==> src/rtl/exe_defs.sv <==
// -----------------------------------------------------------------------------
// exe_defs
// Shared definitions for the execute stage and its neighbours:
//   - ALU command codes (EXE_CMD)
//   - branch type codes (Branch_Type)
//   - bit positions inside the 2-bit MEM_Signal field
//   - the packed control word travelling down the pipeline
// -----------------------------------------------------------------------------
package exe_defs;

    typedef enum logic [3:0] {
        EXE_ADD = 4'b0000,
        EXE_SUB = 4'b0010,
        EXE_AND = 4'b0100,
        EXE_OR  = 4'b0101,
        EXE_NOR = 4'b0110,
        EXE_XOR = 4'b0111,
        EXE_SLL = 4'b1000,
        EXE_SRA = 4'b1001,
        EXE_SRL = 4'b1010
    } exe_cmd_e;

    typedef enum logic [1:0] {
        BR_NONE = 2'b00,
        BR_BEZ  = 2'b01,
        BR_BNE  = 2'b10,
        BR_JMP  = 2'b11
    } br_type_e;

    localparam int MEM_LOAD_BIT  = 1;
    localparam int MEM_STORE_BIT = 0;

    // Control word produced by decode and consumed downstream.
    typedef struct packed {
        logic       wb_en;
        logic [1:0] mem_signals;
        logic [1:0] branch_type;
        logic [3:0] exe_cmd;
        logic       is_imm;
    } exe_ctrl_t;

endpackage

==> src/rtl/exe_stage_alu.sv <==
// -----------------------------------------------------------------------------
// alu
// Purely combinational WIDTH-bit ALU; wrap-around arithmetic, no flags.
// Ports:
//   EXE_CMD  in  4      ALU command (exe_defs::exe_cmd_e codes)
//   val1     in  WIDTH  first operand
//   val2     in  WIDTH  second operand; bits [4:0] are the shift amount
//   result   out WIDTH  ALU result, 0 for unassigned command codes
// -----------------------------------------------------------------------------
module alu
    import exe_defs::*;
#(
    parameter int WIDTH = 32
) (
    input  logic [3:0]       EXE_CMD,
    input  logic [WIDTH-1:0] val1,
    input  logic [WIDTH-1:0] val2,
    output logic [WIDTH-1:0] result
);

    logic [4:0] shamt_s;

    assign shamt_s = val2[4:0];

    // Operation select; unassigned codes deliberately produce zero.
    always_comb begin
        result = '0;
        case (EXE_CMD)
            EXE_ADD: result = val1 + val2;
            EXE_SUB: result = val1 - val2;
            EXE_AND: result = val1 & val2;
            EXE_OR:  result = val1 | val2;
            EXE_NOR: result = ~(val1 | val2);
            EXE_XOR: result = val1 ^ val2;
            EXE_SLL: result = val1 << shamt_s;
            EXE_SRA: result = $signed(val1) >>> shamt_s;
            EXE_SRL: result = val1 >> shamt_s;
            default: result = '0;
        endcase
    end

endmodule

==> src/rtl/exe_stage.sv <==
// -----------------------------------------------------------------------------
// exe_stage
// Execute stage: runs the ALU, resolves branches, drives the redirect/flush
// toward IF/ID and owns the EX/MEM pipeline register. After a taken branch
// the next SHADOW advancing slots are squashed (wrong-path instructions).
// Ports:
//   clk, rst            clock, synchronous active-high reset
//   freeze              pipeline hold: no state change and no redirect
//   flushIn             incoming slot is a bubble
//   WB_ENin, MEM_SignalIn, Branch_TypeIn, EXE_CMDin   control from ID/EX
//   val1, val2, reg2_in, PCIn, destIn                 data from ID/EX
//   br_taken, br_addr, flushOut                       combinational redirect
//   WB_ENout, MEM_SignalOut, destOut, alu_result,
//   st_val, validOut                                  EX/MEM register
// -----------------------------------------------------------------------------
module exe_stage
    import exe_defs::*;
#(
    parameter int WIDTH  = 32,
    parameter int SHADOW = 2
) (
    input  logic             clk,
    input  logic             rst,
    input  logic             freeze,
    input  logic             flushIn,
    input  logic             WB_ENin,
    input  logic [1:0]       MEM_SignalIn,
    input  logic [1:0]       Branch_TypeIn,
    input  logic [3:0]       EXE_CMDin,
    input  logic [WIDTH-1:0] val1,
    input  logic [WIDTH-1:0] val2,
    input  logic [WIDTH-1:0] reg2_in,
    input  logic [WIDTH-1:0] PCIn,
    input  logic [4:0]       destIn,
    output logic             br_taken,
    output logic [WIDTH-1:0] br_addr,
    output logic             flushOut,
    output logic             WB_ENout,
    output logic [1:0]       MEM_SignalOut,
    output logic [4:0]       destOut,
    output logic [WIDTH-1:0] alu_result,
    output logic [WIDTH-1:0] st_val,
    output logic             validOut
);

    localparam logic [1:0] SHADOW_LOAD = 2'(SHADOW);

    logic [WIDTH-1:0] alu_res_s;
    logic             live_s;
    logic             cond_s;
    logic             br_taken_s;

    logic [1:0]       shadow_q, shadow_d;
    logic             valid_q, valid_d;
    logic             wb_en_q, wb_en_d;
    logic [1:0]       mem_q, mem_d;
    logic [4:0]       dest_q, dest_d;
    logic [WIDTH-1:0] res_q, res_d;
    logic [WIDTH-1:0] st_q, st_d;

    alu #(.WIDTH(WIDTH)) u_alu (
        .EXE_CMD (EXE_CMDin),
        .val1    (val1),
        .val2    (val2),
        .result  (alu_res_s)
    );

    // An instruction is live unless it is a bubble or sits in a branch shadow;
    // this also stops a branch inside the shadow from redirecting.
    assign live_s = !flushIn && (shadow_q == 2'd0);

    // Branch condition decode.
    always_comb begin
        cond_s = 1'b0;
        case (Branch_TypeIn)
            BR_BEZ:  cond_s = (val1 == '0);
            BR_BNE:  cond_s = (val1 != reg2_in);
            BR_JMP:  cond_s = 1'b1;
            default: cond_s = 1'b0;
        endcase
    end

    assign br_taken_s = live_s && !freeze && cond_s;

    // Shadow counter next state: load on redirect, count down every advancing
    // cycle (bubbles included), hold while frozen.
    always_comb begin
        shadow_d = shadow_q;
        if (freeze) begin
            shadow_d = shadow_q;
        end else if (br_taken_s) begin
            shadow_d = SHADOW_LOAD;
        end else if (shadow_q != 2'd0) begin
            shadow_d = shadow_q - 2'd1;
        end else begin
            shadow_d = 2'd0;
        end
    end

    // EX/MEM next state: control bits are masked by liveness, data loads as-is.
    always_comb begin
        valid_d = valid_q;
        wb_en_d = wb_en_q;
        mem_d   = mem_q;
        dest_d  = dest_q;
        res_d   = res_q;
        st_d    = st_q;
        if (freeze) begin
            valid_d = valid_q;
            wb_en_d = wb_en_q;
            mem_d   = mem_q;
            dest_d  = dest_q;
            res_d   = res_q;
            st_d    = st_q;
        end else begin
            valid_d = live_s;
            wb_en_d = WB_ENin & live_s;
            mem_d   = MEM_SignalIn & {2{live_s}};
            dest_d  = destIn;
            res_d   = alu_res_s;
            st_d    = reg2_in;
        end
    end

    // State registers with synchronous reset.
    always_ff @(posedge clk) begin
        if (rst) begin
            shadow_q <= 2'd0;
            valid_q  <= 1'b0;
            wb_en_q  <= 1'b0;
            mem_q    <= 2'b00;
            dest_q   <= 5'd0;
            res_q    <= '0;
            st_q     <= '0;
        end else begin
            shadow_q <= shadow_d;
            valid_q  <= valid_d;
            wb_en_q  <= wb_en_d;
            mem_q    <= mem_d;
            dest_q   <= dest_d;
            res_q    <= res_d;
            st_q     <= st_d;
        end
    end

    // Output drive.
    always_comb begin
        br_taken      = br_taken_s;
        flushOut      = br_taken_s;
        br_addr       = PCIn + val2;
        validOut      = valid_q;
        WB_ENout      = wb_en_q;
        MEM_SignalOut = mem_q;
        destOut       = dest_q;
        alu_result    = res_q;
        st_val        = st_q;
    end

endmodule

==> config.mk <==
export PLATFORM = sky130hd
export DESIGN_NAME = exe_stage
export DESIGN_NICKNAME = d
export VERILOG_FILES = /design/src/rtl/exe_defs.sv /design/src/rtl/exe_stage_alu.sv /design/src/rtl/exe_stage.sv
export SDC_FILE = /design/constraint.sdc
export NUM_CORES = 1
export LEC_CHECK = 0
export CORE_MARGIN = 4
export CORE_UTILIZATION = 30
export CTS_CLUSTER_SIZE = 30
export DETAILED_ROUTE_END_ITERATION = 6
export DONT_BUFFER_PORTS = 1
export PLACE_DENSITY_LB_ADDON = 0.1
export REMOVE_ABC_BUFFERS = 1
export SYNTH_ARGS = -nofsm -noshare
export SYNTH_HDL_FRONTEND = slang
export SYNTH_SLANG_ARGS = --single-unit
export TNS_END_PERCENT = 10
==> constraint.sdc <==
create_clock -name clk -period 6.61 [get_ports clk]
set_clock_uncertainty 0.05 [all_clocks]
set_input_delay 0.9915 -clock clk [delete_from_list [all_inputs] [get_ports clk]]
set_output_delay 0.9915 -clock clk [all_outputs]
set_load 0.005 [all_outputs]
==> metrics, run 1 <==
count leader, synth nor2_1; status finished clean; Worst Hold Class flip-flop to flip-flop; area share of the largest cell type after synthesis 0.125; RePlAce Congestion 0.944; Starting Density 0.304; max_cap viols 0; total CTS buffers 9; synth warn 0; total negative slack 0 ns; PD cells 140 nW/um2; antenna violations before repair 1; Worst-path clk slew 0.06 ns; root buffer cell clkbuf_16; setup violators final 0; unique cell type count in the Yosys netlist 75; post-CTS setup buffer count 0; WL/cell 26.1 um; core area 42000 um2; leading area contributor after synthesis ha_1; Total Routing Usage GR 0.229; I/O Buffers 0; Area Growth Syn to Fin 4.38%; RSZ-0062 raised after global routing false; DPL Wire Length 41000 um; TritonRoute pass-1 iters 6; Post-synth EDFFs 0; f_max 0.203 GHz; adder-cell area share of the yosys netlist 0.129; Syn Inst Count 1663; # clock sinks 75; I/O pin cnt 253; mux cell area share after synthesis 0.206; Post-Synth Simple-Gate Area 0.169; PostCTS Resize Cnt 0; post-synthesis sequential area ratio 0.118; Leak 5.37 nW; drt total wl 54900 um; Synth async-reset ratio 0; Most used DFF post-synth dfxtp_1; crit path DAT 3.89 ns; H-tree Lvls 3; grt ovf 0; largest net degree at the start of global routing 96; compound-cell area share of the yosys netlist 0.236; crit-path cells inv_2, fa_1, nand2b_1, a21oi_1, o21a_1, o21ai_0, a31oi_1, a221oi_1, buf_4, o21ai_1, o221ai_1, xnor2_1; vias per inst 5.96; final period utilization 0.746; Clock Tree Buf Depth 2; max-slew violation count 0; final non-filler cell total 2101; Critical Path RT 5.57 ns; CP Capture Type output pin; worst vdd ir 85.1 uV; DRC 0; Fin. Hold Viols 0; Synth Register Bits 75; DR vias 12.5k; reg-to-reg slack, setup 4.70 ns; critical path class input pin to output pin; fin util 0.317; slowest CP cell fa_1; Least-Margin Pin Slew 1.18 ns; Initial DRC Count 932; Critical Path Start Type input pin; Worst-Skew Late Latency 0.36 ns; Die ar. 45900 um2; first-pass GRT wire length 81900 um; Final #Nets 1833; post-synthesis average cell area 7.68 um2; crit-path max cell delay 0.48 ns; largest family of logic cells by synthesized area compound AO/OA/AOI/OAI gates; Synth Cell Area 12800 um2; ANT nets after route 0; Final min period 4.93 ns; Slew HR 0.204; antenna cells 0; largest cells by area after synthesis ha_1, dfxtp_1, mux4_2; vias in the first global route 12.3k; XOR/XNOR Fraction of Synth Area 0.0762; Worst Path Max Fanout 65; layout cell share with drive strength beyond 1 0.0896; row count 75; DIE HEIGHT 214 um; Die W 214 um; CTS Hold Buffers Added 0; Inst Count DP 2085; most frequent cells after synthesis nor2_1, a21oi_1, ha_1; CTS tree built
state kept, by name, summed over array words and instances, names as in the netlist:
register and flops:
alu_result 32, st_val 32, destOut 5, MEM_SignalOut 2
shadow_q 2, WB_ENout 1, validOut 1
cell type report:
class | count | area (um2)
inverter | 95 | 357
tap | 539 | 674
clock buffer | 9 | 225
fill | 4563 | 28700
clock inverter | 7 | 76.3
multi-input combinational | 1365 | 10400
sequential | 75 | 1500
timing repair buffer | 11 | 82.6
worst paths after layout:
| path | startpoint | to | cells after the start |
|---|---|---|---|
| max | val2[1] | br_addr[30] | 12 |
| min | shadow_q[1] | shadow_q[0] | 2 |
| max reg2reg | shadow_q[0] | shadow_q[1] | 3 |
| min reg2reg | shadow_q[1] | shadow_q[0] | 2 |
layout by cell type, fill, tap and decap left out, drive strengths merged, types with 13 or more instances in the layout:
| master | instances |
|---|---|
| nor4 | 20 |
| inv | 96 |
| a22oi | 13 |
| mux2 | 31 |
| a31oi | 14 |
| o21ai | 105 |
| mux4 | 65 |
| o22ai | 14 |
| a211oi | 38 |
| a21o | 30 |
| xnor2 | 62 |
| nor3 | 28 |
| mux2i | 81 |
| nand2 | 117 |
| xor2 | 49 |
| nor2 | 198 |
| ha | 128 |
| nand4 | 15 |
| nand3 | 26 |
| or3 | 15 |
| a21oi | 152 |
| o211ai | 15 |
| dfxtp | 75 |
report_power, final:
part	leakage (nW)	internal, mW	switching, mW
Combinational	4.61	0.381	0.462
Clock	0.142	0.295	0.232
Sequential	0.614	0.475	0.0201
kinds of logic after synthesis:
| group | Yosys count |
|---|---|
| multiplexers | 177 |
| flip-flops | 75 |
| XOR/XNOR | 111 |
| AND/OR/NAND/NOR | 471 |
| AO/OA/AOI/OAI | 476 |
| adder cells (fa/ha/maj) | 130 |
| buffers and inverters | 223 |
per-stage QoR:
| step | setup WS (ns) | hold WS, ns | power, mW | area, um2 |
|---|---|---|---|---|
| floorplan | 1.40 | 0.385 | 1.15 | 12300 |
| global placement | 1.51 | 0.405 | 1.34 | 13000 |
| detailed placement | 1.47 | 0.410 | 1.34 | 13000 |
| CTS | 1.60 | 0.408 | 1.88 | 13300 |
| global route | 1.47 | 0.438 | 2.00 | 13300 |
| finish | 1.68 | 0.414 | 1.87 | 13300 |
routing by layer:
layer | global-route usage | vias to the layer above | wire, um
met5 | 0 | - | 13
met4 | 0.0560 | 2 | 1310
met3 | 0.0495 | 64 | 4320
met2 | 0.384 | 515 | 25600
met1 | 0.303 | 6062 | 23700
li1 | - | 5885 | -
critical path, delay by kind of cell:
family | cells | cell delay [ns]
buffers and inverters | 2 | 0.33
AND/OR/NAND/NOR | 1 | 0.19
adder cells (fa/ha/maj) | 1 | 0.48
AO/OA/AOI/OAI | 7 | 1.63
XOR/XNOR | 1 | 0.20
Power figures use the tool's default switching activity.
==> inputs of run 2 (changes only) <==
==> constraint.sdc (replaced) <==
create_clock -name clk -period 4.6 [get_ports clk]
set_clock_uncertainty 0.05 [all_clocks]
set_input_delay 0.69 -clock clk [delete_from_list [all_inputs] [get_ports clk]]
set_output_delay 0.69 -clock clk [all_outputs]
set_load 0.005 [all_outputs]
==> run 2 against run 1 <==
Net effect:
- combinational power increased by 47%
- total power increased by 42%
- sequential cell count unchanged
- global-route usage decreased by 0.12 points
- register-to-register slack got worse by 1.9 ns
- wire length decreased by 0.55%
- first-iteration DRC count increased by 5.3%
- cell count increased by 1.6%
- setup slack got worse by 1.4 ns
==> metrics, run 2 (synthesis gave the netlist of run 1 again) <==
status finished clean (unchanged); f_max 0.229 GHz; crit-path max cell delay 0.42 ns (was 0.48 ns); Die ar. 45900 um2 (unchanged); Final WS setup 0.230 ns (was 1.68 ns); Critical Path RT 4.83 ns (was 5.57 ns); Die W 214 um (unchanged); Worst Path Max Fanout 5 (was 65); RePlAce Congestion 0.922 (was 0.944); CP Capture Type flip-flop (was output pin); Critical Path Start Type input pin (unchanged); Crit. Startpoint val2[10] (was val2[1]); crit-path cells or3_4, or4_4, buf_4, nor2_2, a41oi_1, xnor2_1, ha_1, nand2_1, o21ai_1, nor3_1, a211oi_1, buf_4, nor2_1, o21bai_1, nand3_1, a211o_1, a311oi_1 (was inv_2, fa_1, nand2b_1, a21oi_1, o21a_1, o21ai_0, a31oi_1, a221oi_1, buf_4, o21ai_1, o221ai_1, xnor2_1); I/O Buffers 0 (unchanged); dpl ws -0.238 ns (was 1.47 ns); slowest CP cell or4_4 (was fa_1); cell family with most CP delay compound AO/OA/AOI/OAI gates (unchanged); vias in the first global route 12.4k (was 12.3k); layout cell share with drive strength beyond 1 0.110 (was 0.0896); Comb pwr share 0.468 (was 0.452); setup violators final 0 (unchanged); clock network power share 0.264 (was 0.283); Hold Path Stages 1 (was 2); largest net degree at the start of global routing 96 (unchanged); ANT nets after route 0 (unchanged); final non-filler cell total 2135 (was 2101); WL/cell 25.6 um (was 26.1 um); DPL Wire Length 41200 um (was 41000 um); fin util 0.323 (was 0.317); I/O pin cnt 253 (unchanged); # clock sinks 75 (unchanged); Slew HR 0.220 (was 0.204); total CTS buffers 9 (unchanged); critical path class input pin to flip-flop (was input pin to output pin); CP dominant cell by count buf_4; DR vias 12.7k (was 12.5k); highest-count cells in the layout ignoring fill and taps nor2_1, a21oi_1, ha_1 (unchanged); H-tree Lvls 3 (unchanged); root buffer cell clkbuf_16 (unchanged); Inst Count DP 2119 (was 2085); CP bufs+invs 2 (unchanged); antenna violations before repair 1 (unchanged); most common cell after layout, fill and taps aside nor2_1 (unchanged); Worst-path clk slew 0.07 ns (was 0.06 ns); final period utilization 0.950; Initial DRC Count 981 (was 932); drt total wl 54600 um (was 54900 um); Sw Share 0.379 (was 0.383); DIE HEIGHT 214 um (unchanged); worst vdd ir 132 uV (was 85.1 uV); Clock Tree Buf Depth 2 (unchanged); Starting Density 0.304 (unchanged); Worst Hold Class input pin to flip-flop (was flip-flop to flip-flop); first-pass GRT wire length 81800 um (was 81900 um); TritonRoute pass-1 iters 7 (was 6); WP depth 17 (was 12); Total Routing Usage GR 0.228 (was 0.229); Flop pwr share 0.268 (was 0.265); total power 2.65 mW (was 1.87 mW); reg2reg path depth 3 (unchanged); PD cells 195 nW/um2 (was 140 nW/um2); max_cap viols 0 (unchanged); FF-to-FF Start shadow_q[0] (unchanged); grt ovf 0 (unchanged); row count 75 (unchanged); vias per inst 5.95 (was 5.96); DRC 0 (unchanged); Leak 5.53 nW (was 5.37 nW); Least-Margin Pin Slew 1.15 ns (was 1.18 ns); Final min period 4.37 ns; CTS tree built (unchanged); antenna cells 0 (unchanged); Fin. Hold Viols 0 (unchanged); total negative slack 0 ns (unchanged); max-slew violation count 0 (unchanged); Final #Nets 1867 (was 1833); Pint 1.65 mW (was 1.15 mW); hold wc startpoint rst (was shadow_q[1]); Psw 1.00 mW (was 0.714 mW); Worst-Skew Late Latency 0.35 ns (was 0.36 ns); core area 42000 um2 (unchanged); Area Growth Syn to Fin 6.26% (was 4.38%); RSZ-0062 raised after global routing false (unchanged); crit path DAT 4.60 ns (was 3.89 ns)
[run 2: stage by stage]
step | hold WS, ns | cell area (um2)
after floorplan | 0.385 | 12300
after global placement | 0.406 | 13300
after detailed placement | 0.406 | 13300
after CTS | 0.340 | 13600
after global routing | 0.333 | 13600
final | 0.350 | 13600
[run 2: routing by layer]
metal	vias to the layer above	share of wire	global-route usage	wire length, um
li1	5967	-	-	-
met1	6175	0.43	0.301	23500
met2	506	0.47	0.380	25700
met4	0	0.020	0.0549	1070
met3	50	0.080	0.0513	4380
met5	-	0	0	0
[run 2: what timing repair did]
| item | in CTS | in global routing |
|---|---|---|
| gates resized for setup | 0 | 2 |
| hold endpoints to repair | 0 | 0 |
| endpoints found under the setup margin | 0 | 3 |
| hold buffers | 0 | 0 |
| setup buffers | 0 | 0 |
[run 2: worst paths after layout]
check | to | slack, ns
worst max-delay path | alu_result[29] | 0.23
worst min-delay path | alu_result[5] | 0.35
worst max register to register | shadow_q[1] | 2.81
worst min register to register | shadow_q[0] | 0.42
[run 2: power by group through the flow]
stage	clock network, mW	registers (mW)	logic, mW
after floorplan	0	0.715	0.931
after global placement	0	0.727	1.23
after detailed placement	0	0.727	1.23
after CTS	0.730	0.713	1.24
after global routing	0.761	0.715	1.37
final	0.699	0.711	1.24
[run 2: area by class of cell]
type	instances	area (um2)
fill	4531	28500
clock inverter	4	25.0
clock buffer	12	256
sequential	75	1500
tap	539	674
timing repair buffer	45	338
inverter	95	357
multi-input combinational	1365	10400
